==> src/rtl/adc_pkg.sv <==
// Shared types and constants for the ADS1115-class scan controller.
// The optional poll timeout is enabled with the ADC_TIMEOUT_EN macro (see adc_scanner).
package adc_pkg;

  // Byte-level I2C master instruction codes
  typedef enum logic [1:0] {
    I2C_START = 2'd0,
    I2C_STOP  = 2'd1,
    I2C_READ  = 2'd2,
    I2C_WRITE = 2'd3
  } i2c_instr_e;

  // One request to the I2C master
  typedef struct packed {
    i2c_instr_e  instr;
    logic [7:0]  data;
  } i2c_op_t;

  // ADC register pointers
  localparam logic [7:0] REG_CONVERSION = 8'h00;
  localparam logic [7:0] REG_CONFIG     = 8'h01;

  // Scan controller states
  typedef enum logic [2:0] {
    ST_IDLE,
    ST_CFG,
    ST_SETTLE,
    ST_POLL,
    ST_PTR,
    ST_READ,
    ST_NEXT,
    ST_DONE
  } scan_state_e;

  // Single handshake states
  typedef enum logic [1:0] {
    STEP_IDLE,
    STEP_WAIT_LOW,
    STEP_WAIT_HIGH
  } step_state_e;

  // Config register field offsets within the high and low bytes
  localparam int unsigned CFG_OS_BIT   = 7;
  localparam int unsigned CFG_MUX_LSB  = 4;
  localparam int unsigned CFG_PGA_LSB  = 1;
  localparam int unsigned CFG_MODE_BIT = 0;
  localparam int unsigned CFG_DR_LSB   = 5;
  localparam logic [4:0]  CFG_LO_TAIL  = 5'b00011;

  // High config byte: start single conversion, AINx vs GND, PGA, single-shot mode
  function automatic logic [7:0] cfg_hi_byte(input logic [1:0] ch, input logic [2:0] pga);
    logic [7:0] b;
    b                  = 8'h00;
    b[CFG_OS_BIT]      = 1'b1;
    b[CFG_MUX_LSB+:3]  = {1'b1, ch};
    b[CFG_PGA_LSB+:3]  = pga;
    b[CFG_MODE_BIT]    = 1'b1;
    return b;
  endfunction

  // Low config byte: data rate, comparator disabled
  function automatic logic [7:0] cfg_lo_byte(input logic [2:0] dr);
    logic [7:0] b;
    b                 = 8'h00;
    b[CFG_DR_LSB+:3]  = dr;
    b[4:0]            = CFG_LO_TAIL;
    return b;
  endfunction

endpackage

==> src/rtl/adc_i2c_step.sv <==
// One request/complete handshake with the byte-level I2C master.
module adc_i2c_step
  import adc_pkg::*;
(
  input  logic        clk,
  input  logic        rst,
  input  logic        start,
  input  i2c_op_t     op,
  output logic        done,
  output logic [7:0]  rx_byte,
  output logic [1:0]  instructionI2C,
  output logic        enableI2C,
  output logic [7:0]  byteToSendI2C,
  input  logic [7:0]  byteReceivedI2C,
  input  logic        completeI2C
);

  step_state_e state, state_d;
  logic        done_d, en_d;
  logic [1:0]  instr_d;
  logic [7:0]  tx_d, rx_d;

  // Next state: wait for complete to go low (request taken), then high (finished)
  always_comb begin
    state_d = state;
    done_d  = 1'b0;
    en_d    = enableI2C;
    instr_d = instructionI2C;
    tx_d    = byteToSendI2C;
    rx_d    = rx_byte;
    case (state)
      STEP_IDLE: begin
        if (start) begin
          instr_d = 2'(op.instr);
          tx_d    = op.data;
          en_d    = 1'b1;
          state_d = STEP_WAIT_LOW;
        end
      end
      STEP_WAIT_LOW: begin
        if (!completeI2C) state_d = STEP_WAIT_HIGH;
      end
      STEP_WAIT_HIGH: begin
        if (completeI2C) begin
          rx_d    = byteReceivedI2C;
          done_d  = 1'b1;
          en_d    = 1'b0;
          state_d = STEP_IDLE;
        end
      end
      default: state_d = STEP_IDLE;
    endcase
  end

  // State and registered outputs
  always_ff @(posedge clk or posedge rst) begin
    if (rst) begin
      state          <= STEP_IDLE;
      done           <= 1'b0;
      enableI2C      <= 1'b0;
      instructionI2C <= 2'd0;
      byteToSendI2C  <= 8'h00;
      rx_byte        <= 8'h00;
    end else begin
      state          <= state_d;
      done           <= done_d;
      enableI2C      <= en_d;
      instructionI2C <= instr_d;
      byteToSendI2C  <= tx_d;
      rx_byte        <= rx_d;
    end
  end

endmodule

==> src/rtl/adc_scanner.sv <==
// Multi-channel single-shot scan controller for an ADS1115-class I2C ADC.
// Optional feature: define ADC_TIMEOUT_EN to bound OS polls per conversion.
module adc_scanner
  import adc_pkg::*;
#(
  parameter logic [6:0]  ADDRESS       = 7'h48,
  parameter int unsigned NUM_CHANNELS  = 4,
  parameter logic [2:0]  PGA           = 3'b001,
  parameter logic [2:0]  DATA_RATE     = 3'b111,
  parameter int unsigned SETTLE_CYCLES = 256
`ifdef ADC_TIMEOUT_EN
  , parameter int unsigned TIMEOUT_POLLS = 64
`endif
) (
  input  logic        clk,
  input  logic        rst,
  input  logic        enable,
  input  logic        continuous,
  output logic [15:0] sampleData,
  output logic [1:0]  sampleChannel,
  output logic        sampleValid,
  output logic        scanDone,
  output logic        busy,
  output logic        timeoutError,
  output logic [1:0]  instructionI2C,
  output logic        enableI2C,
  output logic [7:0]  byteToSendI2C,
  input  logic [7:0]  byteReceivedI2C,
  input  logic        completeI2C
);

  localparam int unsigned CNT_W   = $clog2(SETTLE_CYCLES) + 1;
  localparam logic [1:0]  LAST_CH = 2'(NUM_CHANNELS - 1);

  scan_state_e      state, state_d;
  logic [1:0]       ch, ch_d;
  logic [2:0]       op_idx, op_idx_d;
  logic             pending, pending_d;
  logic [CNT_W-1:0] settle_cnt, settle_cnt_d;
  logic [15:0]      rd_word, rd_word_d;
  logic             cont, cont_d;
  logic [15:0]      data_d;
  logic [1:0]       chan_d;
  logic             valid_d, done_d, busy_d;
  logic             step_req_c, step_done;
  logic [7:0]       step_rx;
  i2c_op_t          cur_op_c;

`ifdef ADC_TIMEOUT_EN
  localparam int unsigned PW = $clog2(TIMEOUT_POLLS) + 1;
  logic [PW-1:0] polls, polls_d;
  logic          timeout_d;
`endif

  // I2C sequence for each transaction state, indexed by op number
  function automatic i2c_op_t op_at(input scan_state_e st, input logic [2:0] idx,
                                    input logic [1:0] c);
    i2c_op_t o;
    o = '{instr: I2C_STOP, data: 8'h00};
    case (idx)
      3'd0: o = '{instr: I2C_START, data: 8'h00};
      3'd1: o = '{instr: I2C_WRITE,
                  data: {ADDRESS, (st == ST_POLL || st == ST_READ) ? 1'b1 : 1'b0}};
      3'd2: begin
        if (st == ST_CFG)      o = '{instr: I2C_WRITE, data: REG_CONFIG};
        else if (st == ST_PTR) o = '{instr: I2C_WRITE, data: REG_CONVERSION};
        else                   o = '{instr: I2C_READ,  data: 8'h00};
      end
      3'd3: begin
        if (st == ST_CFG)      o = '{instr: I2C_WRITE, data: cfg_hi_byte(c, PGA)};
        else if (st != ST_PTR) o = '{instr: I2C_READ,  data: 8'h00};
      end
      3'd4: begin
        if (st == ST_CFG)      o = '{instr: I2C_WRITE, data: cfg_lo_byte(DATA_RATE)};
      end
      default: o = '{instr: I2C_STOP, data: 8'h00};
    endcase
    return o;
  endfunction

  // Index of the closing STOP for each transaction state
  function automatic logic [2:0] last_op(input scan_state_e st);
    case (st)
      ST_CFG:  return 3'd5;
      ST_PTR:  return 3'd3;
      default: return 3'd4;
    endcase
  endfunction

  assign cur_op_c = op_at(state, op_idx, ch);

  adc_i2c_step u_step (
    .clk             (clk),
    .rst             (rst),
    .start           (step_req_c),
    .op              (cur_op_c),
    .done            (step_done),
    .rx_byte         (step_rx),
    .instructionI2C  (instructionI2C),
    .enableI2C       (enableI2C),
    .byteToSendI2C   (byteToSendI2C),
    .byteReceivedI2C (byteReceivedI2C),
    .completeI2C     (completeI2C)
  );

  // Next-state and output logic for the scan sequence
  always_comb begin
    state_d      = state;
    ch_d         = ch;
    op_idx_d     = op_idx;
    pending_d    = pending;
    settle_cnt_d = settle_cnt;
    rd_word_d    = rd_word;
    cont_d       = cont;
    data_d       = sampleData;
    chan_d       = sampleChannel;
    valid_d      = 1'b0;
    done_d       = 1'b0;
    step_req_c   = 1'b0;
`ifdef ADC_TIMEOUT_EN
    polls_d      = polls;
    timeout_d    = timeoutError;
`endif
    case (state)
      ST_IDLE: begin
        if (enable) begin
          state_d  = ST_CFG;
          ch_d     = 2'd0;
          op_idx_d = 3'd0;
          cont_d   = continuous;
`ifdef ADC_TIMEOUT_EN
          polls_d   = '0;
          timeout_d = 1'b0;
`endif
        end
      end
      ST_CFG, ST_POLL, ST_PTR, ST_READ: begin
        if (!pending) begin
          step_req_c = 1'b1;
          pending_d  = 1'b1;
        end else if (step_done) begin
          pending_d = 1'b0;
          if (cur_op_c.instr == I2C_READ) begin
            if (op_idx == 3'd2) rd_word_d[15:8] = step_rx;
            else                rd_word_d[7:0]  = step_rx;
          end
          if (op_idx != last_op(state)) begin
            op_idx_d = op_idx + 3'd1;
          end else begin
            op_idx_d = 3'd0;
            case (state)
              ST_CFG: begin
                state_d      = ST_SETTLE;
                settle_cnt_d = '0;
              end
              ST_POLL: begin
                if (rd_word[8 + CFG_OS_BIT]) begin
                  state_d = ST_PTR;
                end
`ifdef ADC_TIMEOUT_EN
                else if (polls == PW'(TIMEOUT_POLLS - 1)) begin
                  timeout_d = 1'b1;
                  data_d    = 16'h8000;
                  chan_d    = ch;
                  valid_d   = 1'b1;
                  done_d    = (ch == LAST_CH);
                  state_d   = ST_NEXT;
                end
`endif
                else begin
                  state_d      = ST_SETTLE;
                  settle_cnt_d = '0;
                end
`ifdef ADC_TIMEOUT_EN
                polls_d = polls + PW'(1);
`endif
              end
              ST_PTR: state_d = ST_READ;
              default: begin
                // Result goes out with its tag; scanDone rides with the last channel
                data_d  = rd_word;
                chan_d  = ch;
                valid_d = 1'b1;
                done_d  = (ch == LAST_CH);
                state_d = ST_NEXT;
              end
            endcase
          end
        end
      end
      ST_SETTLE: begin
        if (settle_cnt == CNT_W'(SETTLE_CYCLES - 1)) begin
          settle_cnt_d = '0;
          state_d      = ST_POLL;
        end else begin
          settle_cnt_d = settle_cnt + CNT_W'(1);
        end
      end
      ST_NEXT: begin
`ifdef ADC_TIMEOUT_EN
        polls_d = '0;
`endif
        if (ch == LAST_CH) begin
          ch_d    = 2'd0;
          state_d = (cont && enable) ? ST_CFG : ST_DONE;
        end else begin
          ch_d    = ch + 2'd1;
          state_d = ST_CFG;
        end
      end
      ST_DONE: begin
        if (!enable) state_d = ST_IDLE;
      end
      default: state_d = ST_IDLE;
    endcase
    busy_d = (state_d != ST_IDLE);
  end

  // State and registered outputs
  always_ff @(posedge clk or posedge rst) begin
    if (rst) begin
      state         <= ST_IDLE;
      ch            <= 2'd0;
      op_idx        <= 3'd0;
      pending       <= 1'b0;
      settle_cnt    <= '0;
      rd_word       <= 16'h0000;
      cont          <= 1'b0;
      sampleData    <= 16'h0000;
      sampleChannel <= 2'd0;
      sampleValid   <= 1'b0;
      scanDone      <= 1'b0;
      busy          <= 1'b0;
    end else begin
      state         <= state_d;
      ch            <= ch_d;
      op_idx        <= op_idx_d;
      pending       <= pending_d;
      settle_cnt    <= settle_cnt_d;
      rd_word       <= rd_word_d;
      cont          <= cont_d;
      sampleData    <= data_d;
      sampleChannel <= chan_d;
      sampleValid   <= valid_d;
      scanDone      <= done_d;
      busy          <= busy_d;
    end
  end

`ifdef ADC_TIMEOUT_EN
  // Poll counter and sticky timeout flag
  always_ff @(posedge clk or posedge rst) begin
    if (rst) begin
      polls        <= '0;
      timeoutError <= 1'b0;
    end else begin
      polls        <= polls_d;
      timeoutError <= timeout_d;
    end
  end
`else
  assign timeoutError = 1'b0;
`endif

endmodule

==> config.mk <==
export PLATFORM = sky130hd
export DESIGN_NAME = adc_scanner
export DESIGN_NICKNAME = d
export VERILOG_FILES = /design/src/rtl/adc_pkg.sv /design/src/rtl/adc_i2c_step.sv /design/src/rtl/adc_scanner.sv
export SDC_FILE = /design/constraint.sdc
export NUM_CORES = 1
export LEC_CHECK = 0
export CAP_MARGIN = 20
export CORE_ASPECT_RATIO = 1.1
export CORE_MARGIN = 2
export CORE_UTILIZATION = 30
export DETAILED_ROUTE_END_ITERATION = 8
export RECOVER_POWER = 50
export SETUP_SLACK_MARGIN = 0.05
export SLEW_MARGIN = 20
export SYNTH_ARGS = -nofsm -noshare
export SYNTH_HDL_FRONTEND = slang
export SYNTH_SLANG_ARGS = --single-unit
==> constraint.sdc <==
create_clock -name clk -period 5.05 [get_ports clk]
set_clock_uncertainty 0.15 [all_clocks]
set_input_delay 0.505 -clock clk [delete_from_list [all_inputs] [get_ports clk]]
set_output_delay 0.505 -clock clk [all_outputs]
set_load 0.02 [all_outputs]
---- Yosys cells after proc, flatten, opt, wreduce, memory -nomap -nowiden ----
Cells that the tools add are included.
operators by class
  add/sub/neg operators ................... 3
  eq/ne operators ......................... 27
  mux-type cells .......................... 60
  bitwise logic cells ..................... 3
  reductions and logical operators ........ 23
operators with widths
  kind                                                              number
  9-bit 2-to-1 mux                                                  7
  10-bit case mux with 5 select lines                               1
  3-bit 2-to-1 mux                                                  16
  9-bit case mux with 2 select lines                                2
  10-bit 2-to-1 mux                                                 3
  1-bit 2-to-1 mux                                                  19
  3-bit == test (second input constant)                             5
  3-bit case mux with 5 select lines                                1
  5-bit AND reduction                                               3
  3-bit by 2-bit == test with 1-bit output (second input constant)  4
  2-bit inequality test (second input constant)                     6
  3-bit case mux with 2 select lines                                2
  2-bit 2-to-1 mux                                                  5
  9-bit by 1-bit adder with 9-bit output (second input constant)    1
  9-bit by 8-bit == test with 1-bit output (second input constant)  1
  3-bit inequality test (second input constant)                     3
  3-bit case mux with 3 select lines                                1
  2-bit AND reduction                                               4
  2-bit nonzero test                                                4
  2-bit == test (second input constant)                             3
  3-bit by 1-bit == test with 1-bit output (second input constant)  2
  3-bit logical NOT                                                 2
  2-bit case mux with 3 select lines                                1
  3-bit AND reduction                                               2
  other kinds (16)                                                  18
word-level totals
  register bits after elaboration ......... 78
  bits of input ports ..................... 13
  output and inout bits ................... 33
  logic and storage cells ................. 135

---- Logic depth before layout (Yosys ltp) ----
Gate-level depths: netlist of run 1.
  depth in word-level cells ............... 11
  mapped depth ............................ 9
  mapped depth without buffers ............ 7

---- Cells and area by module ----
A second synthesis of run 1 with hierarchy kept.
second synthesis, totals
  cell total of the unflattened synthesis .. 319
  area, all modules ....................... 3623.5 µm²
modules (own cells, without submodules)
  module        times used  cells each  area an instance (µm²)  sequential area each (µm²)
  adc_scanner   1           266         2785.2                  1401.3
  adc_i2c_step  1           53          838.3                   550.5

---- Worst setup path after synthesis of run 1 ----
OpenSTA, ideal clock, no wires.
  path type ............................... reg-to-reg
  start ................................... register op_idx[2]
  end ..................................... register rd_word[0]
  library setup time ...................... 0.128 ns
  arrival ................................. 2.046 ns
  data required time ...................... 4.772 ns
  setup slack ............................. 2.726 ns
  cell stages (with the launch flop) ...... 10
  buffers on the path ..................... 2
  period minus slack after synthesis ...... 2.324 ns
  cell sequence ........................... dfrtp_1 > buf_4 > inv_1 > ha_1 > buf_4 > inv_2 > o21a_1 > nor4_4 > nand3_2 > mux2_1
between the ends
  longest elaborated chain between the ends .. 4
  elaborated cells on any way between the ends .. 9
  classes of those cells .................. eq/ne (5); mux (1); bitwise (1); reduce/logical (2)
RTL lines
  element                                RTL line            text
  start: declaration                     adc_scanner.sv:37   logic [2:0] op_idx, op_idx_d;
  start signal: assignment               adc_scanner.sv:237  op_idx <= op_idx_d;
  3-bit == test (tied with other cells)  adc_scanner.sv:60   case (idx)
  10-bit case mux with 5 select lines    adc_scanner.sv:60
  2-bit == test                          adc_scanner.sv:143  if (cur_op_c.instr == I2C_READ) begin
  5-bit AND reduction (no line) *        -
  end signal: assignment                 adc_scanner.sv:240  rd_word <= rd_word_d;
  end: declaration                       adc_scanner.sv:40   logic [15:0] rd_word, rd_word_d;
Every way passes the cells marked *; elsewhere a longest branch is shown, timed or not.
A chain may end at the register's enable or synchronous reset.

---- Worst setup path after layout of run 1 ----
  start ................................... register state[0]
  end ..................................... register rd_word[2]
between the ends
  longest elaborated chain between the ends .. 6
  elaborated cells on any way between the ends .. 14
  classes of those cells .................. eq/ne (6); mux (6); reduce/logical (2)
RTL lines
  element                                                        RTL line                                                  text
  start: declaration                                             adc_scanner.sv:35                                         scan_state_e state, state_d;
  start signal: assignment                                       adc_scanner.sv:235                                        state <= state_d;
  3-bit inequality test / 3-bit == test (equally long branches)  adc_scanner.sv:71, adc_scanner.sv:66, adc_scanner.sv:124
  10-bit 2-to-1 mux / 9-bit 2-to-1 mux (equally long branches)   adc_scanner.sv:71, adc_scanner.sv:66
  10-bit 2-to-1 mux / 9-bit 2-to-1 mux (equally long branches)   adc_scanner.sv:70, adc_scanner.sv:65
  10-bit case mux with 5 select lines                            adc_scanner.sv:60
  2-bit == test                                                  adc_scanner.sv:143
  5-bit AND reduction (no line) *                                -
Marks and branches as above.

==> results of run 1 <==
## cells in the final DEF, fill, tap and decap left out, drive strengths merged, types with 2 or more instances in the layout
| master | instances |
|---|---|
| nand4 | 2 |
| a22oi | 2 |
| o22a | 2 |
| nand2 | 51 |
| nor2 | 18 |
| nor3 | 6 |
| ha | 7 |
| dlygate4sd3 | 13 |
| clkinvlp | 2 |
| conb | 3 |
| mux2 | 37 |
| a21boi | 3 |
| nand2b | 2 |
| nand3 | 4 |
| xnor2 | 3 |
| and2 | 2 |
| nor4 | 4 |
| and4bb | 2 |
| a31oi | 4 |
| o21ai | 17 |
| a21oi | 11 |
| o21a | 2 |
| nor2b | 2 |
| clkinv | 3 |
| clkdlybuf4s50 | 29 |
| or4 | 3 |
| o211ai | 2 |
| o31a | 2 |
| dfrtp | 75 |
| clkbuf | 11 |
| bufinv | 2 |
| inv | 13 |
| o311ai | 2 |
## layer usage
metal  track usage [%]  vias to the layer above  wire length, um
li1                  -                     1188                -
met3              3.93                        7              320
met2              20.4                       49             3660
met4              4.57                        0               72
met1              15.9                     1226             3280
met5                 0                        -                0
## per-stage QoR
stage	hold WS [ns]	setup slack, ns	total power [mW]	cells
finish	0.322	2.30	1.91	511
detailed placement	0.322	2.39	1.23	495
CTS	0.335	2.37	1.94	511
floorplan	0.299	2.49	1.09	318
global placement	0.313	2.43	1.22	495
global route	0.348	2.06	2.02	511
## cell type report
cell class,instances,area (sq um),area share [%]
inverter,15,57.6,1.32
sequential,75,1880,42.9
tap,150,188,4.29
clock inverter,5,85.1,1.94
timing repair buffer,43,428,9.78
multi-input combinational,212,1490,34.0
clock buffer,11,253,5.77
## worst max-delay path by stage
stage	startpoint	end	depth (start not counted)
after floorplan	rst	busy$_DFF_PP0_	1
after CTS	op_idx[2]$_DFFE_PP0P_	rd_word[1]$_DFFE_PP0P_	7
final	state[0]$_DFF_PP0_	rd_word[2]$_DFFE_PP0P_	5
after detailed placement	op_idx[2]$_DFFE_PP0P_	rd_word[5]$_DFFE_PP0P_	7
after global placement	op_idx[2]$_DFFE_PP0P_	rd_word[3]$_DFFE_PP0P_	7
after global routing	state[0]$_DFF_PP0_	rd_word[1]$_DFFE_PP0P_	5
## worst max-delay path: cells and delay by family (launching register included)
kind / cells / cell delay (ns)
multiplexers: 1 / 0.38
AO/OA/AOI/OAI: 1 / 0.33
flip-flops: 1 / 0.80
AND/OR/NAND/NOR: 3 / 0.96
## kinds of logic (layout without fill, tap and decap cells)
family / count (synthesis) / in the layout / synth area share (%)
simple gates: 102 / 102 / 15.5
fa+ha+maj: 7 / 7 / 2.48
other cells: 1 / 3 / 0.106
buf+inv: 31 / 74 / 4.60
mux: 38 / 38 / 12.1
flops: 75 / 75 / 53.1
xor+xnor: 4 / 4 / 0.992
compound gates: 58 / 58 / 11.1
## state kept, by name, summed over array words and instances, names as in the netlist, 2 cells and up
register               count
settle_cnt                 9
u_step.byteToSendI2C       5
u_step.state               2
state                      3
u_step.rx_byte             8
rd_word                   16
sampleData                16
sampleChannel              2
op_idx                     3
u_step.instructionI2C      2
ch                         2
## power by group
part	total [mW]	internal [mW]	switching (mW)
combinational	0.402	0.173	0.229
sequential	0.804	0.689	0.115
clock	0.704	0.461	0.243
==> results.toml, run 1 <==
[logic_synthesis]
ys_warn_count = 0
yosysSeqAreaShare_pct = 53.1
ys_async_sr_fraction_pct = 100
synth.distinct_cells = 63
yosys.area.top_type = "dfrtp_1"
synth.most_common_cell = "dfrtp_1"
synthFlopType = "dfrtp_1"
avgSynthCellArea_sq_um = 11.2
syn_area_sq_um = 3530
netlist.area_leader.share_pct = 53.1
synth_common_cells = "dfrtp_1 (75), nand2_1 (50), mux2_1 (34)"
synth-edff-count = 0
ys_seq_elements = 75
netlist_instances = 316
synth_area_leaders = "dfrtp_1 (53%), mux2_1 (11%), nand2_1 (5.3%)"

[routing]
via_count = 2470
antenna_left = 0
post-route-drc-count = 0
viasPerCell = 4.83
wl_mm = 7.33
drt-wirelength-per-cell_um = 14.4
drtIter0Drc = 168
drt_first_pass_iters = 4

[min_path]
min_to = "u_step.enableI2C$_DFFE_PP0P_"
holdPathStages = 2
worstHoldPathType = "reg -> reg"
min_from = "u_step.enableI2C$_DFFE_PP0P_"

[sta]
slew_viol_final = 47
setup_tns_ns = 0
period_share_pct = 54.5
worstMarginPinSlew_ns = 2.03
rsz0062_at_grt = "no"
finalHoldViolCount = 0
finalCriticalPeriod_ns = 2.75
relSlewSlack_pct = -36.2
fmax_mhz = 363
finalSetupViolCount = 0

[clock_tree]
cts_setup_buffers = 0
clk_pin_slew_ns = 0.06
clock_sinks = 75
cts_buffers = 9
clockBufferDepth = 2
cts_tree = "done"
h-tree-depth = 3
cts-root-buf = "clkbuf_16"
ctsHoldBuffers = 0
clk_latency_ns = 0.33
cts_resized = 0

[critical_path]
cp_slowest_cell = "dfrtp_1"
timing.rr.end = "rd_word[2]$_DFFE_PP0P_"
critPathCaptureType = "flip-flop"
worstPathRequired_ns = 5.11
ff2ff_path_depth = 5
crit_chain = "nor2_1 > nor3b_1 > a21boi_2 > nand3_2 > mux2_1"
r2r_slack_ns = 2.30
cp_max_fo = 24
max_stage_delay_ns = 0.80
reg2reg_from = "state[0]$_DFF_PP0_"
start_kind = "flip-flop"
path_class = "reg -> reg"
arrival_ns = 2.82

[die]
dieHeight_um = 118
io_pins = 46
core_sq_um = 11500
rows = 41
start_util_pct = 30.7
die_w_um = 107
die_area_sq_um = 12700

[global_route]
grt_remaining_overflow = 0
grt_pass1_vias = 2576
grt_usage_pct = 12.6
grt_first_pass_wirelength_mm = 12.6
grt_antenna_before_repair = 0
grt_start_max_net_pins = 47

[placement]
placed_cell_area_sq_um = 4050
io_buffers = 42
hpwl_mm = 5.17
place_congestion = 0.861

[power]
leakage_nw = 2.01
peakVddDrop_mv = 0.240
power.density_nw_per_um2 = 436

[cells_and_area]
fin_util_pct = 38.1
area_growth_pct = 23.9
antenna-diode-count = 0
layout.nets = 376
nFillCells = 1147
finalInstanceArea_sq_um = 4380
layout-drive-gt1-share_pct = 9.70

[outcome]
status = "finished with violations"
violations = "capacitance limit, slew limit"

[flow_run]
cap_violations = 1
No activity file was read; power rests on OpenSTA's default activity.
==> inputs of run 2 (changes only) <==
==> constraint.sdc (replaced) <==
create_clock -name clk -period 2.24 [get_ports clk]
set_clock_uncertainty 0.15 [all_clocks]
set_input_delay 0.224 -clock clk [delete_from_list [all_inputs] [get_ports clk]]
set_output_delay 0.224 -clock clk [all_outputs]
set_load 0.02 [all_outputs]
==> run 2 against run 1 <==
Maximum frequency is 24% higher. Critical endpoint is now rd_word[13]$_DFFE_PP0P_. Power grew 150%. Sequential share of layout area decreased by 4.7 points. Via count grew 5.7%. Largest power group unchanged. Cell count grew 6.7%. Combinational power rose to 3.2 times the previous value. Critical path type unchanged. Clock power increased by 140%. Sequential power grew 120%. Non-clock buffer count rose by 34. The run now ends clean.
==> results.toml, run 2 (synthesis results as in run 1) <==
[clock_tree]
ctsHoldBuffers = 0
cts_tree = "done"
clk_latency_ns = 0.33
clk_pin_slew_ns = 0.06
cts-root-buf = "clkbuf_16"
h-tree-depth = 3
cts_buffers = 9
clockBufferDepth = 2
clock_sinks = 75

[critical_path]
cp_max_fo = 8
ff2ff_path_depth = 8
max_stage_delay_ns = 0.44
worstPathRequired_ns = 2.30
arrival_ns = 2.28
start_kind = "flip-flop"
crit_chain = "ha_2 > ha_4 > inv_4 > a211oi_4 > nor4_4 > buf_4 > nand4_4 > mux2_1"
critPathCaptureType = "flip-flop"
critPathBufInv = 2
path_delay_family = "simple AND/OR/NAND/NOR gates"
cp_slowest_cell = "dfrtp_2"
path_class = "reg -> reg"
path_depth = 8

[routing]
antenna_left = 0
viasPerCell = 4.79
drt-wirelength-per-cell_um = 14.7
drt_first_pass_iters = 4
drtIter0Drc = 162
post-route-drc-count = 0
wl_mm = 8.03
via_count = 2610

[placement]
place_congestion = 0.841
place_inst = 522
hpwl_mm = 5.29
io_buffers = 42

[cells_and_area]
regArea_sq_um = 1880
final_cells = 545
fin_util_pct = 42.9
antenna-diode-count = 0
final_cell_mix = "dfrtp_1 (72), nand2_1 (49), clkdlybuf4s50_1 (41)"
layout.nets = 410
nFillCells = 1064
area_growth_pct = 39.6
final_common_cell = "dfrtp_1"
layout-drive-gt1-share_pct = 29.1
reg.largest.list = "rd_word (16), sampleData (16), settle_cnt (9)"
multi_input_area_sq_um = 1700

[power]
peakVddDrop_mv = 0.611
p_int_mw = 3.29
comb_power_share_pct = 26.7
p_clk_share_pct = 36.0
leakage_nw = 2.21
power.density_nw_per_um2 = 967
power_frac_seq_pct = 37.2
swShare_pct = 30.9
p_switching_mw = 1.47

[die]
die_w_um = 107
core_sq_um = 11500
rows = 41
start_util_pct = 30.7
die_area_sq_um = 12700
dieHeight_um = 118
io_pins = 46

[sta]
finalHoldViolCount = 0
worstMarginPinSlew_ns = 0.990
whs_ns = 0.272
rsz0062_at_grt = "yes"
finalCriticalPeriod_ns = 2.22
fmax_mhz = 450
period_share_pct = 99.2
slew_viol_final = 0
relSlewSlack_pct = 34.0
finalSetupViolCount = 0

[min_path]
holdPathStages = 3
worstHoldPathType = "in -> reg"

[flow_run]
cap_violations = 0

[global_route]
grt_start_max_net_pins = 76
grt_usage_pct = 12.7
grt_antenna_before_repair = 0
grt_pass1_vias = 2652
grt_remaining_overflow = 0
grt_first_pass_wirelength_mm = 12.9

[outcome]
status = "finished, final reports clean"
run 2: cell count changes in the layout (fill, tap and decap cells not counted), sizes merged:
cell           delta
dlygate4sd3      -12
buf              +31
clkinv            -2
clkdlybuf4s50    +12
clkbuf            +2
inv               +3
bufinv            +1
clkinvlp          -1
run 2: power groups by stage:
stage	sequential, mW	clock [mW]	combinational (mW)
2_1_floorplan	1.76	0	0.717
3_3_place_gp	1.77	0	1.16
3_5_place_dp	1.77	0	1.18
4_1_cts	1.76	1.76	1.22
5_1_grt	1.81	1.81	1.40
6_report	1.77	1.72	1.27
run 2: final timing paths:
kind                                                 from                            end  slack, ns
worst min register to register  settle_cnt[5]$_DFFE_PP0P_      settle_cnt[5]$_DFFE_PP0P_       0.32
min in group asynchronous                             rst      sampleData[1]$_DFFE_PP0P_       0.57
worst max-delay path                op_idx[1]$_DFFE_PP0P_        rd_word[13]$_DFFE_PP0P_       0.02
max in group asynchronous                             rst             state[1]$_DFF_PP0_       0.62
worst min-delay path                   byteReceivedI2C[6]  u_step.rx_byte[6]$_DFFE_PP0P_       0.27
worst max register to register      op_idx[1]$_DFFE_PP0P_        rd_word[13]$_DFFE_PP0P_       0.02
run 2: layout make-up:
class	instances	area share, %
repair buffers	77	15.0
inverters	15	1.27
clock buffers	10	4.85
flip-flops and latches	75	38.2
multi-input cells	212	34.5
clock inverters	6	2.41
well taps	150	3.81
run 2: repair_timing:
| action | 4_1_cts | 5_1_grt |
|---|---|---|
| endpoints found under the hold margin | 0 | 0 |
| endpoints found under the setup margin | 34 | 36 |
| pin swaps | 4 | 7 |
| cloned | 0 | 3 |
| gates resized for setup | 8 | 39 |
| setup buffers | 1 | 3 |
run 2: metrics by stage:
step                      power (mW)  worst slack (ns)  TNS (ns)  cell area [sq um]
after floorplan                 2.48            0.0412         0               3570
after global placement          2.93            0.0200         0               4310
after detailed placement        2.95           -0.0404    -0.313               4310
after CTS                       4.74           0.00151         0               4700
after global routing            5.02           -0.0829    -0.898               4930
final                           4.77            0.0186         0               4930
run 2: worst register-to-register path: stages, from the launching register on:
cell and delay, ns:
dfrtp_2 0.44, ha_2 0.21, ha_4 0.18, inv_4 0.06
a211oi_4 0.06, nor4_4 0.25, buf_4 0.18, nand4_4 0.21
mux2_1 0.37
run 2: layer usage:
| layer | vias to the layer above | global-route usage, % | part of all wire [%] |
|---|---|---|---|
| met5 | - | 0 | 0 |
| met4 | 0 | 4.57 | 1.7 |
| met3 | 10 | 3.05 | 4.6 |
| met2 | 58 | 20.0 | 48 |
| met1 | 1284 | 17.0 | 46 |
| li1 | 1258 | - | - |
